--- config.mk ---
export PLATFORM = sky130hd
export DESIGN_NAME = core_sequencer
export DESIGN_NICKNAME = d
export VERILOG_FILES = /design/src/rtl/mriscv_pkg.sv /design/src/rtl/mem_timeout_ctr.sv /design/src/rtl/core_sequencer.sv
export SDC_FILE = /design/constraint.sdc
export NUM_CORES = 1
export LEC_CHECK = 0
export ABC_AREA = 1
export CAP_MARGIN = 20
export CORE_UTILIZATION = 45
export DETAILED_ROUTE_END_ITERATION = 12
export GPL_TIMING_DRIVEN = 0
export PLACE_DENSITY = 0.77
export SETUP_SLACK_MARGIN = 0.05
export SLEW_MARGIN = 20
export SYNTH_ARGS = -nofsm -noshare
export SYNTH_HDL_FRONTEND = slang
export SYNTH_HIERARCHICAL = 1
export SYNTH_SLANG_ARGS = --single-unit
--- constraint.sdc ---
create_clock -name clk -period 3.2 [get_ports clk]
set_clock_uncertainty 0.05 [all_clocks]
set_input_delay 0.64 -clock clk [delete_from_list [all_inputs] [get_ports clk]]
set_output_delay 0.64 -clock clk [all_outputs]
set_load 0.02 [all_outputs]
--- src/rtl/mriscv_pkg.sv ---
// Shared definitions for the mriscv core: sequencer state encoding, trap causes
// and the base opcodes the decoder classifies into its flag outputs.
package mriscv_pkg;

    typedef enum logic [2:0] {
        ST_FETCH   = 3'd0,
        ST_DECODE  = 3'd1,
        ST_EXECUTE = 3'd2,
        ST_MEM     = 3'd3,
        ST_WB      = 3'd4,
        ST_TRAP    = 3'd5
    } state_t;

    localparam logic [1:0] TRAP_NONE     = 2'd0;
    localparam logic [1:0] TRAP_ILLEGAL  = 2'd1;
    localparam logic [1:0] TRAP_MISALIGN = 2'd2;
    localparam logic [1:0] TRAP_TIMEOUT  = 2'd3;

    localparam logic [6:0] OPC_LOAD   = 7'b0000011;
    localparam logic [6:0] OPC_STORE  = 7'b0100011;
    localparam logic [6:0] OPC_BRANCH = 7'b1100011;
    localparam logic [6:0] OPC_JAL    = 7'b1101111;
    localparam logic [6:0] OPC_JALR   = 7'b1100111;
    localparam logic [6:0] OPC_OP     = 7'b0110011;
    localparam logic [6:0] OPC_OP_IMM = 7'b0010011;

    function automatic logic word_aligned(input logic [31:0] addr);
        return addr[1:0] == 2'b00;
    endfunction

endpackage

--- src/rtl/mem_timeout_ctr.sv ---
// Counts unacknowledged memory-request cycles; expire fires on the request
// cycle that would make the wait reach LIMIT without an acknowledge.
module mem_timeout_ctr #(
    parameter int TO_W  = 5,
    parameter int LIMIT = 16
) (
    input  logic clk,
    input  logic reset,
    input  logic clear,
    input  logic en,
    output logic expire
);

    localparam logic [TO_W-1:0] LAST = TO_W'(LIMIT - 1);

    logic [TO_W-1:0] cnt;

    always_ff @(posedge clk or posedge reset) begin
        if (reset) begin
            cnt <= '0;
        end else if (clear) begin
            cnt <= '0;
        end else if (en) begin
            cnt <= cnt + 1'b1;
        end
    end

    assign expire = en && (cnt == LAST);

endmodule

--- src/rtl/core_sequencer.sv ---
// Multi-cycle control FSM of the mriscv core: owns the PC, the shared memory
// port handshake and the register-file write strobe; halts in TRAP on faults.
//
// Memory handshake: mem_req stays high with mem_addr/mem_we stable until a cycle
// in which mem_ready=1 is sampled; mem_req drops in the following cycle.
// mem_ready is ignored whenever mem_req=0.
module core_sequencer
    import mriscv_pkg::*;
#(
    parameter logic [31:0] RESET_PC    = 32'h0000_0000,
    parameter int          MEM_TIMEOUT = 16,
    parameter int          TO_W        = 5
) (
    input  logic        clk,
    input  logic        reset,
    input  logic        mem_ready,
    input  logic        is_load,
    input  logic        is_store,
    input  logic        is_branch,
    input  logic        is_jump,
    input  logic        is_alu,
    input  logic        branch_taken,
    input  logic [31:0] target_addr,
    input  logic [31:0] ls_addr,
    output logic [31:0] pc,
    output logic        instr_we,
    output logic        decode_en,
    output logic        exec_en,
    output logic        mem_req,
    output logic        mem_we,
    output logic        mem_addr_unused_never,
    output logic [31:0] mem_addr,
    output logic        rf_we,
    output logic        halted,
    output logic [1:0]  trap_cause,
    output logic [2:0]  dbg_state
);

    state_t      state, state_next;
    logic [31:0] tgt_q, ls_q;
    logic        taken_q;
    logic        mem_busy, mem_we_c, to_expire;
    logic [1:0]  cause_next;

    mem_timeout_ctr #(.TO_W(TO_W), .LIMIT(MEM_TIMEOUT)) u_timeout (
        .clk    (clk),
        .reset  (reset),
        .clear  (!mem_busy),
        .en     (mem_req && !mem_ready),
        .expire (to_expire)
    );

    always_ff @(posedge clk or posedge reset) begin
        if (reset) begin
            state      <= ST_FETCH;
            pc         <= RESET_PC;
            tgt_q      <= '0;
            ls_q       <= '0;
            taken_q    <= 1'b0;
            trap_cause <= TRAP_NONE;
        end else begin
            state <= state_next;
            if (state == ST_EXECUTE) begin
                tgt_q   <= target_addr;
                ls_q    <= ls_addr;
                taken_q <= branch_taken;
            end
            if (state == ST_WB) begin
                pc <= (is_jump || (is_branch && taken_q)) ? tgt_q : pc + 32'd4;
            end
            if (state != ST_TRAP && state_next == ST_TRAP) begin
                trap_cause <= cause_next;
            end
        end
    end

    always_comb begin
        state_next = state;
        cause_next = TRAP_NONE;
        decode_en  = 1'b0;
        exec_en    = 1'b0;
        rf_we      = 1'b0;
        mem_busy   = 1'b0;
        mem_we_c   = 1'b0;
        mem_addr   = 32'h0;
        case (state)
            ST_FETCH: begin
                mem_busy = 1'b1;
                mem_addr = pc;
                if (mem_ready) begin
                    state_next = ST_DECODE;
                end else if (to_expire) begin
                    state_next = ST_TRAP;
                    cause_next = TRAP_TIMEOUT;
                end
            end
            ST_DECODE: begin
                decode_en  = 1'b1;
                state_next = ST_EXECUTE;
            end
            ST_EXECUTE: begin
                exec_en = 1'b1;
                if (!(is_load || is_store || is_branch || is_jump || is_alu)) begin
                    state_next = ST_TRAP;
                    cause_next = TRAP_ILLEGAL;
                end else if ((is_jump || (is_branch && branch_taken)) &&
                             !word_aligned(target_addr)) begin
                    state_next = ST_TRAP;
                    cause_next = TRAP_MISALIGN;
                end else if (is_load || is_store) begin
                    state_next = ST_MEM;
                end else begin
                    state_next = ST_WB;
                end
            end
            ST_MEM: begin
                mem_busy = 1'b1;
                mem_addr = ls_q;
                mem_we_c = is_store;
                if (mem_ready) begin
                    state_next = ST_WB;
                end else if (to_expire) begin
                    state_next = ST_TRAP;
                    cause_next = TRAP_TIMEOUT;
                end
            end
            ST_WB: begin
                rf_we      = is_load || is_alu || is_jump;
                state_next = ST_FETCH;
            end
            ST_TRAP: begin
                state_next = ST_TRAP;
            end
            default: begin
                state_next = ST_FETCH;
            end
        endcase
    end

    // Gating with reset makes the request fall the instant reset asserts.
    assign mem_req               = mem_busy && !reset;
    assign mem_we                = mem_we_c && !reset;
    assign instr_we              = mem_req && mem_ready && (state == ST_FETCH);
    assign halted                = (state == ST_TRAP);
    assign dbg_state             = state;
    assign mem_addr_unused_never = 1'b0;

endmodule

==> out/results.tsv, run 1 <==
metric	value	unit
core_area	12700	um^2
post-route-drc-count	0	
antenna_found_initial	0	
power_switching_share	46.4	%
timing.final.max_slew_violations	0	
clk_pin_slew	0.07	ns
wirelength	18.5	mm
cts_root_buf	clkbuf_16	
num-nets-final	1071	
routed_wl_per_cell	15.8	um
post-route-period-util	94.5	%
placed_cells_incl_taps	1157	
total_of_buffers_placed_on_input_and_output_ports	148	
cts_htree_levels	3	
hpwlAfterDp	14.1	mm
overflow	0	
final_common_cell	nand2_1	
initial_drc_count	449	
synth.net_count	910	
tritoncts_buffers	9	
detail_route.vias_per_cell	5.11	
synthesis.area	5860	um^2
max_slew.worst_pin.slew	0.711	ns
io_pins	150	
power_per_cell_area	1020	nW/um^2
rows	41	
track_usage	29.8	%
p_leak	0.00403	uW
sequentialPowerShare	32.2	%
critical_path_stages	6	
fillerInstances	1175	
grt_pass1_vias	5936	
postSynthCellCount	834	
synth.yosys.warnings	6	
dp_area	7620	um^2
synth_seq_cells	107	
worstHoldPathType	reg2reg	
status	completed	
cellInternalPower	4350	uW
worst_r2r_path_depth	17	
timing.final.hold_violations	0	
floorplan.initialDensity	46.3	%
crit_path_max_incr_delay	0.66	ns
cp.arrival	2.33	ns
fin_area	7960	um^2
slew-limit-headroom	52.6	%
switching_power	3770	uW
clock_latency_reported_for_the_late_side_of_the_worst_skew_pair	0.36	ns
multi_input_gate_area_in_the_final_layout	2680	um^2
clock_tree.buffer_depth	2	
area.sequential	2680	um^2
yosys.area.top_type	dfrtp_1	
ranking_of_synthesized_cells_by_area	dfrtp_1, nand2_1, nor2_1	
die_y	116	um
ant_nets	0	
layout.cells.most_common_list	nand2_1, clkdlybuf4s50_1, dfrtp_1, nor2_1, inv_1	
timing.max_cap.violations	0	
finalWeightedCongestion	0.945	
ir_drop	0.600	mV
tritoncts	done	
maximum_number_of_pins_on_one_net_before_global_route_repair	34	
min_delay_path_depth	2	
critical_path.startpoint_type	flop	
critical-path-top-cell-by-count	nand2_1	
die_area	13500	um^2
comb_power_share	54.1	%
grt_pass1_wl	30.2	mm
critical-path-slowest-cell	clkdlybuf4s50_1	
timing.final.setup_violations	0	
timing.critical_path.max_delay_family	buffers and inverters	
grt_setup_unrepaired	no	
worst_ep_required_time	2.51	ns
chipWidth	116	um
critical_path.n_buffers_inverters	2	
timing.critical_path.fanout_max	10	
synth-seq-area-share	45.7	%
drt-pass1-iter-count	5	
timing.setup.tns	0	ns
post_route_cells_drive_above_1_share	6.50	%
timing.critical_path.cells	nand2_1 > nor2_1 > buf_2 > nand2_1 > o21ai_0 > clkdlybuf4s50_1	
clock_power_share	13.7	%
vias	5992	
synthesis.area_per_instance	7.03	um^2
clock_period_minus_worst_slack	3.02	ns
clock.fmax	331	MHz
netlist-cell-type-count	36	
cts.sinks	107	
layout.cells.non_filler	1172	
synth_top_area_share	45.7	%
fin_util	62.8	%
area_growth_from_synthesis_to_layout	35.7	%
diodes	0	
dp_slack	0.359	ns
cp-end-kind	primary output	
path_class	reg2out	
setup_slack	0.176	ns
-- logic make-up after synthesis --
kind of cell | Yosys count | synth area share, %
and+or+nand+nor | 507 | 35.1
adders and majority gates | 3 | 0.640
AOI/OAI and AO/OA | 100 | 9.80
buffers and inverters | 116 | 8.71
DFF | 107 | 45.7
other | 1 | 0.0640
-- final cells by class --
type                            instances  area share (%)
Tap cell                              172            2.70
Inverter                               84            4.10
Clock inverter                          4           0.645
Timing Repair Buffer                  151            19.9
Multi-Input combinational cell        611            33.6
Sequential cell                       107            33.7
Buffer                                 31            2.36
Clock buffer                           12            2.97
-- worst min-delay path, stage by stage, from the launching register on --
cell	delay, ns
dfrtp_1	0.35
nand2_1	0.05
nand2_1	0.05
-- flip-flops by register name, indices dropped and copies added, names as in the netlist --
signal	cells
ls_q	32
pc	32
tgt_q	32
u_timeout/cnt	5
dbg_state	3
trap_cause	2
taken_q	1
-- routing by layer --
metal	global-route usage (%)	up-vias	part of all wire [%]
li1	-	2935	-
met1	39.4	2819	44
met2	49.0	207	47
met3	5.55	31	6.4
met4	11.1	0	3.4
met5	0	-	0
-- Yosys cell counts --
library cell	number
a211oi_2	1
a21oi_1	14
a21oi_2	1
a22o_1	5
a22oi_2	1
a31o_2	1
a31oi_1	5
buf_1	3
buf_12	1
buf_2	11
buf_4	4
buf_6	3
clkbuf_1	10
conb_1	1
dfrtp_1	107
ha_1	3
inv_1	79
inv_2	4
inv_8	1
nand2_1	346
nand2_2	3
nand2_4	1
nand3_1	43
nand3_2	3
nand4_1	3
nor2_1	93
nor2_2	5
nor2_4	3
nor3_1	4
nor3_2	2
nor3b_2	1
o211ai_1	3
o21ai_0	42
o21ai_1	13
o22ai_1	13
o31ai_1	1
-- power by group through the flow --
| stage | registers (uW) | clock network [uW] | logic [uW] |
|---|---|---|---|
| after floorplan | 2690 | 0 | 2370 |
| after global placement | 2600 | 0 | 4330 |
| after detailed placement | 2600 | 0 | 4410 |
| after CTS | 2590 | 1130 | 4430 |
| after global routing | 2680 | 1190 | 4840 |
| final | 2610 | 1120 | 4390 |
-- worst paths after layout --
path | from | to | slack [ns]
worst max-delay path | dbg_state[1]$_DFF_PP0_ | mem_addr[24] | 0.18
worst min-delay path | ls_q[13]$_DFFE_PP0P_ | ls_q[13]$_DFFE_PP0P_ | 0.43
worst max register to register | dbg_state[0]$_DFF_PP0_ | trap_cause[1]$_DFFE_PP0P_ | 0.52
worst min register to register | ls_q[13]$_DFFE_PP0P_ | ls_q[13]$_DFFE_PP0P_ | 0.43
max in group asynchronous | reset | pc[3]$_DFFE_PP0P_ | 1.74
min in group asynchronous | reset | u_timeout/cnt[2]$_DFFE_PP0P_ | 0.63
-- metrics by stage --
step                      hold slack (ns)  total power, uW
after floorplan                     0.369             5070
after global placement              0.412             6930
after detailed placement            0.412             7020
after CTS                           0.436             8150
after global routing                0.452             8710
final                               0.433             8120
-- timing repair --
| action | 4_1_cts | 5_1_grt |
|---|---|---|
| resized for setup | 2 | 22 |
| setup endpoints to repair | 11 | 27 |
| hold buffers | 0 | 0 |
| buffers inserted | 0 | 0 |
| pin swaps | 0 | 0 |
No activity file was read; power rests on OpenSTA's default activity.
==> inputs of run 2 (changes only) <==
--- a/config.mk
+++ b/config.mk
@@ -5,10 +5,12 @@
 export SDC_FILE = /design/constraint.sdc
 export NUM_CORES = 1
 export LEC_CHECK = 0
-export ABC_AREA = 1
+export ABC_AREA = 0
 export CAP_MARGIN = 20
-export CORE_UTILIZATION = 45
+export CORE_ASPECT_RATIO = 1.1
+export CORE_UTILIZATION = 44
 export DETAILED_ROUTE_END_ITERATION = 12
+export GPL_ROUTABILITY_DRIVEN = 0
 export GPL_TIMING_DRIVEN = 0
 export PLACE_DENSITY = 0.77
 export SETUP_SLACK_MARGIN = 0.05
==> out/results.tsv, run 2 <==
metric	value	unit	change
path_class	reg2out		
die_area	12500	um^2	-7.1%
cellInternalPower	4600	uW	+5.8%
clock_tree.buffer_depth	2		unchanged
clock_period_minus_worst_slack	3.09	ns	+0.0653 ns
synth_flop_cell	dfrtp_1		
post_route_cells_drive_above_1_share	18.3	%	+12 points
cp-end-kind	primary output		
maximum_number_of_pins_on_one_net_before_global_route_repair	35		+2.9%
grt_pass1_wl	25.3	mm	-16%
timing.critical_path.fanout_max	10		unchanged
area_growth_from_synthesis_to_layout	40.5	%	
ant_nets	0		unchanged
status	completed		
critical_path.startpoint_type	flop		
timing.final.max_slew_violations	0		unchanged
io_pins	150		unchanged
ys_top_cells_by_count	dfrtp_1, mux2_2, a22o_1, nand2_1		
cts_htree_levels	3		unchanged
fin_area	7470	um^2	-6.1%
ranking_of_synthesized_cells_by_area	dfrtp_1, mux2_2, a22o_1		
post-route-period-util	96.5	%	+2.0 points
diodes	0		unchanged
hpwlAfterDp	11.9	mm	-16%
initial_drc_count	356		-21%
cp.arrival	2.40	ns	+0.07 ns
timing.final.hold_violations	0		unchanged
cts_root_buf	clkbuf_16		
grt_setup_unrepaired	yes		
layout.cells.most_common_list	clkdlybuf4s50_1, dfrtp_1, mux2_2, a22o_1, nand2_1		
fillerInstances	933		-21%
track_usage	26.4	%	-3.5 points
drt-pass1-iter-count	5		unchanged
slew-limit-headroom	39.4	%	-13 points
synthesis.area_per_instance	10.8	um^2	+54%
antenna_found_initial	0		unchanged
p_leak	0.00307	uW	-24%
core_area	11600	um^2	-8.1%
power_switching_share	39.6	%	-6.9 points
synth-seq-area-share	50.3	%	+4.7 points
post_synth_edffs	0		unchanged
chipWidth	107	um	-8.0%
switching_power	3010	uW	-20%
cts.sinks	107		unchanged
regs_by_ff_count	ls_q x32, pc x32, tgt_q x32		
comb_power_share	51.5	%	-2.6 points
worstHoldPathType	reg2reg		
clk_pin_slew	0.07	ns	about the same
worst_ep_required_time	2.51	ns	about the same
die_y	117	um	+1.0%
ir_drop	0.605	mV	+0.83%
clock_latency_reported_for_the_late_side_of_the_worst_skew_pair	0.35	ns	about the same
timing.max_cap.violations	0		unchanged
power_per_cell_area	1020	nW/um^2	about the same
final_common_cell	clkdlybuf4s50_1		
min_delay_path_depth	2		unchanged
sequentialPowerShare	33.6	%	+1.4 points
synth.most_common_cell	dfrtp_1		
synth.net_count	567		-38%
wirelength	16.1	mm	-13%
grt_pass1_vias	4749		-20%
post-route-drc-count	0		unchanged
synth_top_area_share	50.3	%	+4.7 points
postSynthCellCount	491		-41%
overflow	0		unchanged
dp_area	7060	um^2	-7.4%
netlist-cell-type-count	59		+64%
crit-reg2reg-capture	trap_cause[1]$_DFFE_PP0P_		
timing.setup.tns	0	ns	unchanged
clock.fmax	324	MHz	-2.1%
timing.critical_path.from	dbg_state[1]$_DFF_PP0_		
yosys.area.top_type	dfrtp_1		
total_of_buffers_placed_on_input_and_output_ports	148		unchanged
critPathCapture	mem_addr[24]		
num-nets-final	733		-32%
clock_power_share	14.9	%	+1.2 points
rows	41		unchanged
max_slew.worst_pin.slew	0.902	ns	+0.190 ns
routed_wl_per_cell	19.9	um	+26%
tritoncts	done		
vias	4829		-19%
synth_async_sr_flop_share	100	%	unchanged
worst_r2r_path_depth	12		-5
floorplan.initialDensity	45.7	%	-0.59 points
synth_seq_cells	107		unchanged
detail_route.vias_per_cell	5.96		+17%
setup_slack_reg_to_reg	0.31	ns	-0.21 ns
synth.yosys.warnings	6		unchanged
tritoncts_buffers	9		unchanged
synthesis.area	5320	um^2	-9.3%
timing.final.setup_violations	0		unchanged
crit-reg2reg-launch	dbg_state[1]$_DFF_PP0_		
run 2: cell count changes in the layout (fill, tap and decap cells not counted), moves of 18 or more:
cell	delta
nand2_1	-316
inv_1	-73
nor2_1	-67
mux2_2	+61
a22o_1	+27
o21ai_0	-27
nand3_1	-23
dlymetal6s2s_1	-18
run 2: cell families (layout without fill, tap and decap cells):
logic type                 Yosys count  in the layout  share of synthesized area (%)
other                                1              1                         0.0705
buffers and inverters               45            214                           3.50
adders and majority gates            3              3                          0.706
muxes                               67             67                           14.2
xor gates and xnor gates             1              1                          0.165
AOI/OAI and AO/OA                  131            131                           17.3
DFF                                107            107                           50.3
and+or+nand+nor                    136            136                           13.7
run 2: layer usage:
metal / share of wire, % / GRT usage (%)
met4: 3.1 / 10.1
met3: 6.1 / 3.89
met2: 49 / 43.3
met5: 0 / 0
met1: 42 / 34.9
run 2: area by class of cell:
type	count	area [um^2]	share of cell area (%)
Clock inverter	2	35.0	0.469
Tap cell	150	188	2.51
Timing Repair Buffer	156	1590	21.2
Buffer	35	193	2.58
Inverter	9	40.0	0.536
Multi-Input combinational cell	339	2490	33.3
Sequential cell	107	2680	35.8
Clock buffer	12	267	3.57
run 2: power groups by stage:
stage	sequential (uW)	combinational [uW]	clock, uW
2_1_floorplan	2610	2120	0
3_3_place_gp	2530	3730	0
3_5_place_dp	2560	3830	0
4_1_cts	2540	3900	1150
5_1_grt	2640	4180	1200
6_report	2560	3920	1140
run 2: how the worst min path moves through the flow:
stage | from | endpoint | slack, ns
2_1_floorplan | reset | u_timeout/cnt[0]$_DFFE_PP0P_ | 0.37
3_3_place_gp | tgt_q[1]$_DFFE_PP0P_ | pc[1]$_DFFE_PP0P_ | 0.40
3_5_place_dp | tgt_q[1]$_DFFE_PP0P_ | pc[1]$_DFFE_PP0P_ | 0.41
4_1_cts | tgt_q[1]$_DFFE_PP0P_ | pc[1]$_DFFE_PP0P_ | 0.43
5_1_grt | tgt_q[0]$_DFFE_PP0P_ | pc[0]$_DFFE_PP0P_ | 0.47
6_report | tgt_q[1]$_DFFE_PP0P_ | pc[1]$_DFFE_PP0P_ | 0.43
run 2: critical path: stages, from the launching register on:
cell and delay [ns]:
dfrtp_1 0.34, clkbuf_4 0.21, inv_2 0.08, nor3b_4 0.34
buf_4 0.28, a22o_1 0.16, clkdlybuf4s50_1 0.63
run 2: timing repair:
| item | in CTS | in global routing |
|---|---|---|
| setup endpoints to repair | 40 | 34 |
| gates cloned | 0 | 0 |
| pin swaps | 0 | 2 |
| hold buffers | 0 | 0 |
| resized for setup | 25 | 8 |
| setup buffers | 2 | 3 |
run 2: per-stage QoR:
stage,cells,power [uW],utilization [%],hold WS [ns],setup WS [ns]
after floorplan,491,4720,-,0.369,-0.162
after global placement,789,6260,60.1,0.403,-1.95
after detailed placement,792,6390,60.7,0.412,-0.379
after CTS,807,7590,63.9,0.427,0.0189
after global routing,810,8030,64.2,0.468,0.00776
final,810,7620,64.2,0.426,0.111
